[src/rtl/lt1364_mux_sequencer_pkg.sv]
// lt1364_seq_pkg -- shared types and constants for the LT1364 buffer mux sequencer.
//   Sequencer state encoding, output channel identifiers, round-robin pointer helper.
//   No ports (package). Configuration macro LT1364_SEQ_BLANK_EN is consumed by the top.
package lt1364_seq_pkg;

  typedef enum logic [2:0] {
    IDLE    = 3'd0,
    SWITCH  = 3'd1,
    SETTLE  = 3'd2,
    STROBE  = 3'd3,
    HOLD    = 3'd4,
    RELEASE = 3'd5
  } seq_state_e;

  // Plain-vector copies of the state codes for the FSM register.
  localparam logic [2:0] ST_IDLE    = IDLE;
  localparam logic [2:0] ST_SWITCH  = SWITCH;
  localparam logic [2:0] ST_SETTLE  = SETTLE;
  localparam logic [2:0] ST_STROBE  = STROBE;
  localparam logic [2:0] ST_HOLD    = HOLD;
  localparam logic [2:0] ST_RELEASE = RELEASE;

  // REQ_CH encoding: 0 routes through the OUT1 buffer, 1 through OUT2.
  localparam logic CH1 = 1'b0;
  localparam logic CH2 = 1'b1;

  // Next round-robin start position after serving index idx out of n.
  function automatic int rr_next(input int idx, input int n);
    return (idx == n - 1) ? 0 : idx + 1;
  endfunction

endpackage

[src/rtl/lt1364_mux_sequencer_if.sv]
// lt1364_mux_sequencer_if -- requester/front-end bundle of the mux sequencer.
//   req, req_ch        : requester level requests and target channel
//   gnt                : one-hot grant
//   mux1_sel/en        : channel-1 input mux controls
//   mux2_sel/en        : channel-2 input mux controls
//   sample/done/abort  : single-cycle status strobes
//   busy               : conversion in flight
// master = requester / front-end side, slave = sequencer.
interface lt1364_mux_sequencer_if #(
  parameter int NREQ  = 4,
  parameter int SEL_W = 2
);
  logic [NREQ-1:0]  req;
  logic [NREQ-1:0]  req_ch;
  logic [NREQ-1:0]  gnt;
  logic [SEL_W-1:0] mux1_sel;
  logic             mux1_en;
  logic [SEL_W-1:0] mux2_sel;
  logic             mux2_en;
  logic             sample;
  logic             done;
  logic             abort;
  logic             busy;

  modport master (
    output req, req_ch,
    input  gnt, mux1_sel, mux1_en, mux2_sel, mux2_en, sample, done, abort, busy
  );

  modport slave (
    input  req, req_ch,
    output gnt, mux1_sel, mux1_en, mux2_sel, mux2_en, sample, done, abort, busy
  );
endinterface

[src/rtl/lt1364_mux_sequencer_rr_arbiter.sv]
// rr_arbiter -- combinational round-robin pick.
//   i_req   : request vector
//   i_ptr   : index with highest priority this round
//   o_gnt   : one-hot winner (first set bit at or above i_ptr, wrapping)
//   o_idx   : binary index of the winner
//   o_valid : any request present
module rr_arbiter #(
  parameter int NREQ  = 4,
  parameter int SEL_W = 2
) (
  input  logic [NREQ-1:0]  i_req,
  input  logic [SEL_W-1:0] i_ptr,
  output logic [NREQ-1:0]  o_gnt,
  output logic [SEL_W-1:0] o_idx,
  output logic             o_valid
);

  logic [SEL_W-1:0] w_pos;

  always_comb begin
    o_gnt   = '0;
    o_idx   = '0;
    o_valid = 1'b0;
    w_pos   = '0;
    for (int i = 0; i < NREQ; i++) begin
      w_pos = SEL_W'((int'(i_ptr) + i) % NREQ);
      if (!o_valid && i_req[w_pos]) begin
        o_valid      = 1'b1;
        o_gnt[w_pos] = 1'b1;
        o_idx        = w_pos;
      end
    end
  end

endmodule

[src/rtl/lt1364_mux_sequencer.sv]
// lt1364_mux_sequencer -- shares the two LT1364 buffer channels among NREQ requesters.
//   i_clk   : system clock, rising edge
//   i_rst_n : synchronous active-low reset
//   io_bus  : slave side of lt1364_mux_sequencer_if (requests in, grant/mux/status out)
// Optional build macro LT1364_SEQ_BLANK_EN: hold the idle channel's enable low
// from SWITCH through STROBE (crosstalk blanking).
//
// state   | meaning
// IDLE    | waiting for a request; registers the round-robin winner and its mux select
// SWITCH  | enable the chosen channel's mux, load settle count
// SETTLE  | wait for the op-amp to settle; granted REQ drop aborts
// STROBE  | SAMPLE high for one cycle, load hold count
// HOLD    | keep select stable while the sample is taken
// RELEASE | DONE high, grant and enable already cleared, advance pointer
module lt1364_mux_sequencer
  import lt1364_seq_pkg::*;
#(
  parameter int NREQ       = 4,
  parameter int SEL_W      = 2,
  parameter int SETTLE_CYC = 8,
  parameter int HOLD_CYC   = 2,
  parameter int CNT_W      = 8
) (
  input  logic                  i_clk,
  input  logic                  i_rst_n,
  lt1364_mux_sequencer_if.slave io_bus
);

  logic [2:0]       r_state;
  logic [CNT_W-1:0] r_cnt;
  logic [SEL_W-1:0] r_ptr;
  logic [SEL_W-1:0] r_gidx;
  logic             r_ch;
  logic [NREQ-1:0]  r_gnt;
  logic [SEL_W-1:0] r_mux1_sel;
  logic [SEL_W-1:0] r_mux2_sel;
  logic             r_mux1_en;
  logic             r_mux2_en;
  logic             r_sample;
  logic             r_done;
  logic             r_abort;

  logic [NREQ-1:0]  w_arb_gnt;
  logic [SEL_W-1:0] w_arb_idx;
  logic             w_arb_valid;
  logic             w_req_held;
  logic             w_blank;

  rr_arbiter #(
    .NREQ  (NREQ),
    .SEL_W (SEL_W)
  ) u_arb (
    .i_req   (io_bus.req),
    .i_ptr   (r_ptr),
    .o_gnt   (w_arb_gnt),
    .o_idx   (w_arb_idx),
    .o_valid (w_arb_valid)
  );

  assign w_req_held = io_bus.req[r_gidx];

`ifdef LT1364_SEQ_BLANK_EN
  assign w_blank = (r_state == ST_SWITCH) || (r_state == ST_SETTLE) || (r_state == ST_STROBE);
`else
  assign w_blank = 1'b0;
`endif

  always_ff @(posedge i_clk) begin
    if (!i_rst_n) begin
      r_state    <= ST_IDLE;
      r_cnt      <= '0;
      r_ptr      <= '0;
      r_gidx     <= '0;
      r_ch       <= CH1;
      r_gnt      <= '0;
      r_mux1_sel <= '0;
      r_mux2_sel <= '0;
      r_mux1_en  <= 1'b0;
      r_mux2_en  <= 1'b0;
      r_sample   <= 1'b0;
      r_done     <= 1'b0;
      r_abort    <= 1'b0;
    end else begin
      r_sample <= 1'b0;
      r_done   <= 1'b0;
      r_abort  <= 1'b0;
      case (r_state)
        ST_IDLE: begin
          if (w_arb_valid) begin
            r_gnt  <= w_arb_gnt;
            r_gidx <= w_arb_idx;
            r_ch   <= io_bus.req_ch[w_arb_idx];
            if (io_bus.req_ch[w_arb_idx] == CH1) r_mux1_sel <= w_arb_idx;
            else                                 r_mux2_sel <= w_arb_idx;
            r_state <= ST_SWITCH;
          end
        end
        ST_SWITCH, ST_SETTLE: begin
          if (!w_req_held) begin
            r_abort   <= 1'b1;
            r_gnt     <= '0;
            r_mux1_en <= 1'b0;
            r_mux2_en <= 1'b0;
            r_state   <= ST_IDLE;
          end else if (r_state == ST_SWITCH) begin
            if (r_ch == CH1) r_mux1_en <= 1'b1;
            else             r_mux2_en <= 1'b1;
            r_cnt   <= CNT_W'(SETTLE_CYC - 1);
            r_state <= ST_SETTLE;
          end else if (r_cnt == '0) begin
            r_sample <= 1'b1;
            r_state  <= ST_STROBE;
          end else begin
            r_cnt <= r_cnt - 1'b1;
          end
        end
        ST_STROBE: begin
          r_cnt   <= CNT_W'(HOLD_CYC - 1);
          r_state <= ST_HOLD;
        end
        ST_HOLD: begin
          if (r_cnt == '0) begin
            r_done    <= 1'b1;
            r_gnt     <= '0;
            r_mux1_en <= 1'b0;
            r_mux2_en <= 1'b0;
            r_ptr     <= SEL_W'(rr_next(int'(r_gidx), NREQ));
            r_state   <= ST_RELEASE;
          end else begin
            r_cnt <= r_cnt - 1'b1;
          end
        end
        ST_RELEASE: r_state <= ST_IDLE;
        default:    r_state <= ST_IDLE;
      endcase
      // Blanking only ever clears the channel that is not carrying this conversion.
      if (w_blank) begin
        if (r_ch == CH1) r_mux2_en <= 1'b0;
        else             r_mux1_en <= 1'b0;
      end
    end
  end

  assign io_bus.gnt      = r_gnt;
  assign io_bus.mux1_sel = r_mux1_sel;
  assign io_bus.mux1_en  = r_mux1_en;
  assign io_bus.mux2_sel = r_mux2_sel;
  assign io_bus.mux2_en  = r_mux2_en;
  assign io_bus.sample   = r_sample;
  assign io_bus.done     = r_done;
  assign io_bus.abort    = r_abort;
  assign io_bus.busy     = (r_state != ST_IDLE);

endmodule
[src/flat_wrapper.sv]
// flat-port wrapper written by rule: the top's interface ports become plain ports
module lt1364_mux_sequencer_flat import lt1364_seq_pkg::*;
#(
  parameter int NREQ       = 4,
  parameter int SEL_W      = 2,
  parameter int SETTLE_CYC = 8,
  parameter int HOLD_CYC   = 2,
  parameter int CNT_W      = 8
)
  (i_clk, i_rst_n, io_bus_req, io_bus_req_ch, io_bus_gnt, io_bus_mux1_sel, io_bus_mux1_en, io_bus_mux2_sel, io_bus_mux2_en, io_bus_sample, io_bus_done, io_bus_abort, io_bus_busy);
  lt1364_mux_sequencer_if #(.NREQ(NREQ), .SEL_W(SEL_W)) io_bus_i ();
  input  logic i_clk;
  input  logic i_rst_n;
  input wire logic [$bits(io_bus_i.req)-1:0] io_bus_req;
  input wire logic [$bits(io_bus_i.req_ch)-1:0] io_bus_req_ch;
  output wire logic [$bits(io_bus_i.gnt)-1:0] io_bus_gnt;
  output wire logic [$bits(io_bus_i.mux1_sel)-1:0] io_bus_mux1_sel;
  output wire logic [$bits(io_bus_i.mux1_en)-1:0] io_bus_mux1_en;
  output wire logic [$bits(io_bus_i.mux2_sel)-1:0] io_bus_mux2_sel;
  output wire logic [$bits(io_bus_i.mux2_en)-1:0] io_bus_mux2_en;
  output wire logic [$bits(io_bus_i.sample)-1:0] io_bus_sample;
  output wire logic [$bits(io_bus_i.done)-1:0] io_bus_done;
  output wire logic [$bits(io_bus_i.abort)-1:0] io_bus_abort;
  output wire logic [$bits(io_bus_i.busy)-1:0] io_bus_busy;
  assign io_bus_i.req = io_bus_req;
  assign io_bus_i.req_ch = io_bus_req_ch;
  assign io_bus_gnt = io_bus_i.gnt;
  assign io_bus_mux1_sel = io_bus_i.mux1_sel;
  assign io_bus_mux1_en = io_bus_i.mux1_en;
  assign io_bus_mux2_sel = io_bus_i.mux2_sel;
  assign io_bus_mux2_en = io_bus_i.mux2_en;
  assign io_bus_sample = io_bus_i.sample;
  assign io_bus_done = io_bus_i.done;
  assign io_bus_abort = io_bus_i.abort;
  assign io_bus_busy = io_bus_i.busy;
  lt1364_mux_sequencer #(.NREQ(NREQ), .SEL_W(SEL_W), .SETTLE_CYC(SETTLE_CYC), .HOLD_CYC(HOLD_CYC), .CNT_W(CNT_W)) u_core (.i_clk(i_clk), .i_rst_n(i_rst_n), .io_bus(io_bus_i));
endmodule
[config.mk]
export PLATFORM = sky130hd
export DESIGN_NAME = lt1364_mux_sequencer_flat
export DESIGN_NICKNAME = d
export VERILOG_FILES = /design/src/rtl/lt1364_mux_sequencer_pkg.sv /design/src/rtl/lt1364_mux_sequencer_if.sv /design/src/rtl/lt1364_mux_sequencer_rr_arbiter.sv /design/src/rtl/lt1364_mux_sequencer.sv /design/src/flat_wrapper.sv
export SDC_FILE = /design/constraint.sdc
export NUM_CORES = 1
export LEC_CHECK = 0
export CAP_MARGIN = 20
export CORE_MARGIN = 2
export CORE_UTILIZATION = 36
export DETAILED_ROUTE_END_ITERATION = 16
export PLACE_DENSITY_LB_ADDON = 0.2
export SLEW_MARGIN = 20
export SYNTH_ARGS = -nofsm -noshare
export SYNTH_HDL_FRONTEND = slang
export SYNTH_HIERARCHICAL = 1
export SYNTH_SLANG_ARGS = --single-unit
[constraint.sdc]
create_clock -name i_clk -period 3.7 [get_ports i_clk]
set_input_delay 0.555 -clock i_clk [delete_from_list [all_inputs] [get_ports i_clk]]
set_output_delay 0.555 -clock i_clk [all_outputs]
set_load 0.05 [all_outputs]
; ---- Word level (Yosys, flattened, before mapping)
; Cells that the tools add are included.
[op_classes]
addsub = 5
n_lt_le_gt_ge = 10
n_eq_ne = 13
n_mux = 58
bitwise = 7
reduce_logical = 29
[op_table]
columns = operator, n
row1 = two-way mux 4 bit, 7
row2 = two-way mux 8 bit, 3
row3 = case mux 8 bit (3 select lines), 1
row4 = two-way mux 1 bit, 23
row5 = less-than comparator 2 x 3 -> 1 bit (second input constant), 6
row6 = two-way mux 3 bit, 5
row7 = binary-select mux 1 bit (select 2 bit), 6
row8 = OR 4 bit, 3
row9 = case mux 3 bit (4 select lines), 1
row10 = case mux 4 bit (3 select lines), 1
row11 = AND reduction 4 bit, 3
row12 = two-way mux 2 bit, 5
row13 = AND reduction 2 bit, 5
row14 = AND reduction 3 bit, 3
row15 = nonzero test 3 bit, 3
row16 = demux 1 bit (select 2 bit), 4
row17 = greater-or-equal comparator 2 x 1 -> 1 bit (second input constant), 4
row18 = logical NOT 8 bit, 1
row19 = subtractor 8 x 1 -> 8 bit (second input constant), 1
row20 = logical AND 1 bit, 7
row21 = equality test 3 x 2 -> 1 bit (second input constant), 2
row22 = != test 3 bit (second input constant), 2
row23 = adder 2 x 1 -> 2 bit (second input constant), 2
row24 = adder 2 bit (second input constant), 2
row25 = 14 further kinds, 22
[word_totals]
register_bits = 29
inputBits = 10
out_inout_bits = 14
word_cells = 135

; ---- Logic depth before layout (Yosys ltp)
; Gate-level depths: netlist of the first run.
[logic_depth]
ltp_word = 16
mapped_depth = 12

; ---- By module
; The synthesis of the first run kept the hierarchy.
[by_module_without_submodules]
columns = module, n_inst, cells_each, area_each_um2, seq_area_each_um2
row1 = lt1364_mux_sequencer, 1, 151, 1393.8, 580.6
row2 = rr_arbiter, 1, 45, 421.7, 0.0

; ---- Worst setup path before layout of the first run
; Ideal clock, no wire load.
[synth_path]
kind = flip-flop to flip-flop
from = register u_core.r_ptr[0]
to = register u_core.r_mux1_sel[0] (netlist: u_core/io_bus.mux1_sel[0])
t_arrival_ns = 2.849
path_slack_ns = 0.723
stages_incl_launch_ff = 13
path_cell_list = dfxtp_1 -> buf_6 -> inv_1 -> ha_1 -> mux4_2 -> buf_6 -> and2b_2 -> o21ai_0 -> o31ai_1 -> mux4_2 -> nor2_1 -> mux2i_1 -> nor2_1
[synth_via]
elab_chain_len = 16
[synth_rtl]
columns = item, line
row1 = "start, declared", lt1364_mux_sequencer.sv:31  ; logic [SEL_W-1:0] r_ptr;
row2 = "start signal, assigned", lt1364_mux_sequencer.sv:127  ; r_ptr <= SEL_W'(rr_next(int'(r_gidx), NREQ));
row3 = branches (longest 11 deep; another with adder 2 x 1 -> 2 bit), n/a
row4 = two-way mux 2 bit (*), lt1364_mux_sequencer_rr_arbiter.sv:27  ; if (!o_valid && i_req[w_pos]) begin
row5 = via u_core.w_arb_idx[0], lt1364_mux_sequencer.sv:44  ; logic [SEL_W-1:0] w_arb_idx;
row6 = binary-select mux 1 bit (select 2 bit), lt1364_mux_sequencer.sv:93  ; if (io_bus.req_ch[w_arb_idx] == CH1) r_mux1_sel <= w_arb_idx;
row7 = two-way mux 1 bit (not written as such), lt1364_mux_sequencer.sv:93
row8 = NOT 1 bit (no line), n/a
row9 = AND reduction 3 bit (no line), n/a
row10 = "end signal, assigned", lt1364_mux_sequencer.sv:93
row11 = "end, declared", lt1364_mux_sequencer.sv:35  ; logic [SEL_W-1:0] r_mux1_sel;
; Mark *: on every way through the listed nets, which the timed path passes. The select of a mux whose other input is x is not followed.
; A chain may end at the register's enable or synchronous reset.

; ---- Final worst setup path of the first run
[layout_path]
from = register u_core.r_ptr[0]
to = register u_core.r_mux1_sel[1] (netlist: u_core/io_bus.mux1_sel[1])
[layout_via]
elab_chain_len = 16
[layout_rtl]
columns = item, line
row1 = branches (longest 11 deep; another with adder 2 x 1 -> 2 bit), n/a
row2 = two-way mux 2 bit (*), lt1364_mux_sequencer_rr_arbiter.sv:27
row3 = via u_core.w_arb_idx[0], lt1364_mux_sequencer.sv:44
row4 = binary-select mux 1 bit (select 2 bit) (*), lt1364_mux_sequencer.sv:93
row5 = two-way mux 1 bit (not written as such) (*), lt1364_mux_sequencer.sv:93
row6 = NOT 1 bit (no line) (*), n/a
row7 = AND reduction 3 bit (no line) (*), n/a
; Marks and branches as above.

==> qor.yml, run 1 <==
drt:
  drt-initial-drc-count: 110
  wire_per_inst_um: 13.8
  ant_nets: 0
  avgViaCountPerCell: 5.50
  drt_wl_total_mm: 3.98
  vias: 1590
  drc: 0
  detail_route.first_pass.iterations: 4
layout:
  layout-drive-gt1-share: 0.108
  antenna_cells: 0
  final_cells: 289
  multi_input_area_mm2: 0.00114
  fin_nets: 239
  synthToLayoutAreaGrowth_pct: 20.1
  fin_util: 0.455
  seqCellArea_um2: 581
  stdcell_area_mm2: 0.00218
  fillers: 468
placement:
  placed_cell_area_mm2: 0.00210
  dp_cells: 281
  hpwl_mm: 2.99
  preCtsSetupSlack_ns: 0.254
  port_buffers: 23
  gp_congestion: 0.874
worst_setup_path:
  timing_worst_setup_path_type: "register to register"
  critPathArrivalTime_ns: 3.35
  endpoint_kind: "register"
  worst_path_largest_cell_delay_ns: 0.53
  cp.required_ns: 3.86
  slowest_stage: "mux4_2"
  path_buf_inv: 2
  critPathLaunchType: "register"
  worstPathCellList: "inv_1 > ha_1 > mux4_2 > and2b_2 > o21ai_0 > o31ai_1 > buf_4 > mux4_2 > nor2_1 > mux2i_1 > nor2_1"
  worstPathMaxFanout: 10
  critPathTopFamily: "multiplexers"
clock_tree:
  clk_latency_ns: 0.28
  cts_sinks: 29
  cts_resized: 0
  cts_buffers: 5
  cts.hold.buffers_added: 0
  htreeDepth: 2
  root_buffer: "clkbuf_8"
  clockBufferDepth: 2
  tritoncts: "done"
  post_cts_buffers: 0
  clkSlewWorstSetupHoldPaths_ns: 0.06
logic_synthesis:
  synth_mux_area_frac: 0.118
  synth_edf_count: 0
  synth_most_common_cell: "dfxtp_1"
  ys_async_sr_fraction: 0
  synth_simple_gate_area_share: 0.214
  yosysTopAreaCellShare: 0.320
  seq_area_frac_synth: 0.320
  yosysTopAreaCell: "dfxtp_1"
  ys_types: 53
  synthTopCellsByArea: "dfxtp_1 (32%), ha_1 (5.5%), mux4_2 (5.0%)"
  synth_fa_ha_area_frac: 0.0551
  syn-num-nets: 214
  synth_area_mm2: 0.00182
  ys_ff_latch: 29
  synth_top_family_by_area: "compound AO/OA/AOI/OAI gates"
  synth-compound-area-share: 0.234
  ys_warn_count: 6
  netlist_top_cells_count: "dfxtp_1 (29), nor2_1 (18), nand2_1 (16)"
  avgSynthCellArea_um2: 9.26
  synth-xor-area-share: 0.00482
  syn_inst: 196
  ys.flop_type: "dfxtp_1"
pwr:
  p_leak_nw: 0.807
  sequentialPowerShare: 0.357
  power_mw: 1.11
  intPower_mw: 0.668
  ir_drop_mv: 0.187
  clkPwrFrac: 0.222
  switchingPower_mw: 0.442
  swShare: 0.398
  pwr-share-comb: 0.420
  powerDensity_mw_per_mm2: 509
floorplanning:
  io_pins: 24
  core.rowCount: 25
  die_h_um: 75.0
  coreArea_mm2: 0.00479
  start_util: 0.379
  die_w_um: 75.0
  die_area_mm2: 0.00563
timing:
  post-route-period-util: 0.860
  relSlewSlack: 0.513
  rsz0062_at_grt: "false"
  slew_violations: 0
  fmaxAchievable_mhz: 314
  hold_ws_ns: 0.463
  worst_slack_ns: 0.518
  hold_viol_final: 0
  setup_viol: 0
  period_needed_ns: 3.18
  worst_pin_slew_ns: 0.731
  final.setup.tns_ns: 0
  fin_skew_ns: 0.00314
grt:
  grt_overflow_total: 0
  grt_pass1_vias: 1436
  grt_pass1_wl_mm: 6.76
  grtUsageTotal: 0.157
  grt_max_degree: 21
  antenna_found_initial: 0
run_status:
  outcome: "finished, final reports clean"
worst_hold_path:
  hold_class: "register to register"
flow_run:
  maxCapViolCount: 0
-- cells in the final DEF (no fill, tap or decap), drive strengths merged, types with 2 or more instances in the layout --
| master | synthesis | layout |
|---|---|---|
| o21ai | 8 | 8 |
| a32o | 5 | 5 |
| clkdlybuf4s50 | 0 | 23 |
| dfxtp | 29 | 29 |
| nand2 | 16 | 16 |
| mux4 | 6 | 6 |
| ha | 8 | 8 |
| or3 | 3 | 3 |
| nor3b | 2 | 2 |
| nor2 | 18 | 18 |
| a21oi | 14 | 14 |
| a211oi | 3 | 3 |
| a31oi | 3 | 3 |
| nor4 | 2 | 2 |
| inv | 10 | 10 |
| nor2b | 3 | 3 |
| a22oi | 8 | 8 |
| o22ai | 2 | 2 |
| a2111oi | 2 | 2 |
| mux2i | 6 | 6 |
| nor4b | 4 | 4 |
| buf | 6 | 4 |
| nand2b | 4 | 4 |
| nand3 | 5 | 5 |
| nor3 | 5 | 5 |
| a221oi | 2 | 2 |
| clkbuf | 3 | 8 |
-- tightest hold or removal path, stage by stage (launching register included) --
cell     delay, ns
dfxtp_1       0.31
nand2_1       0.05
a21oi_1       0.05
-- routing by layer --
layer,vias to the layer above,global-route usage,part of all wire
li1,802,-,-
met5,-,0,0
met3,6,0.0402,0.035
met1,748,0.220,0.50
met4,0,0.0536,0.010
met2,34,0.234,0.45
-- path summary, 6_finish.rpt --
kind	depth (start not counted)	startpoint	to	slack, ns
setup reg to reg	11	u_core/r_ptr[0]	u_core/io_bus.mux1_sel[1]	0.52
setup / recovery	11	u_core/r_ptr[0]	u_core/io_bus.mux1_sel[1]	0.52
hold reg to reg	2	u_core/io_bus.mux2_sel[1]	u_core/io_bus.mux2_sel[1]	0.46
hold / removal	2	u_core/io_bus.mux2_sel[1]	u_core/io_bus.mux2_sel[1]	0.46
-- state kept, by name (all words and copies together), names as in the netlist --
name and count:
u_core/r_ch 1, u_core/io_bus.mux1_sel 2, u_core/io_bus.mux2_en 1, u_core/r_state 3, u_core/r_gidx 2, u_core/io_bus.mux2_sel 2, u_core/r_cnt 8, u_core/io_bus.sample 1
u_core/r_ptr 2, u_core/io_bus.mux1_en 1, u_core/io_bus.done 1, u_core/io_bus.gnt 4, u_core/io_bus.abort 1
-- area by class of cell --
class                   count  share of cell area
clock buffers               8              0.0367
inverters                  10              0.0172
multi-input cells         148               0.522
flip-flops and latches     29               0.266
well taps                  67              0.0385
repair buffers             27               0.119
-- kinds of logic (layout without fill, tap and decap cells) --
group	Yosys count	after routing
simple gates	67	67
compound gates	59	59
buf+inv	19	45
fa+ha+maj	8	8
xor+xnor	1	1
mux	13	13
flops	29	29
-- power by group through the flow --
stage	clock network [mW]	logic [mW]	registers, mW
detailed placement	0	0.466	0.403
global placement	0	0.465	0.403
global route	0.274	0.519	0.404
finish	0.247	0.466	0.396
CTS	0.256	0.468	0.397
floorplan	0	0.335	0.426
Note: power is estimated with default switching activity, not from simulation.
==> inputs of run 2 (changes only) <==
--- a/config.mk
+++ b/config.mk
@@ -10,7 +10,7 @@
 export CORE_UTILIZATION = 36
 export DETAILED_ROUTE_END_ITERATION = 16
 export PLACE_DENSITY_LB_ADDON = 0.2
-export SLEW_MARGIN = 20
+export SLEW_MARGIN = 40
 export SYNTH_ARGS = -nofsm -noshare
 export SYNTH_HDL_FRONTEND = slang
 export SYNTH_HIERARCHICAL = 1
==> results of run 2 <==
Same layout as run 1: the final DEF is identical, and so are final timing and power.
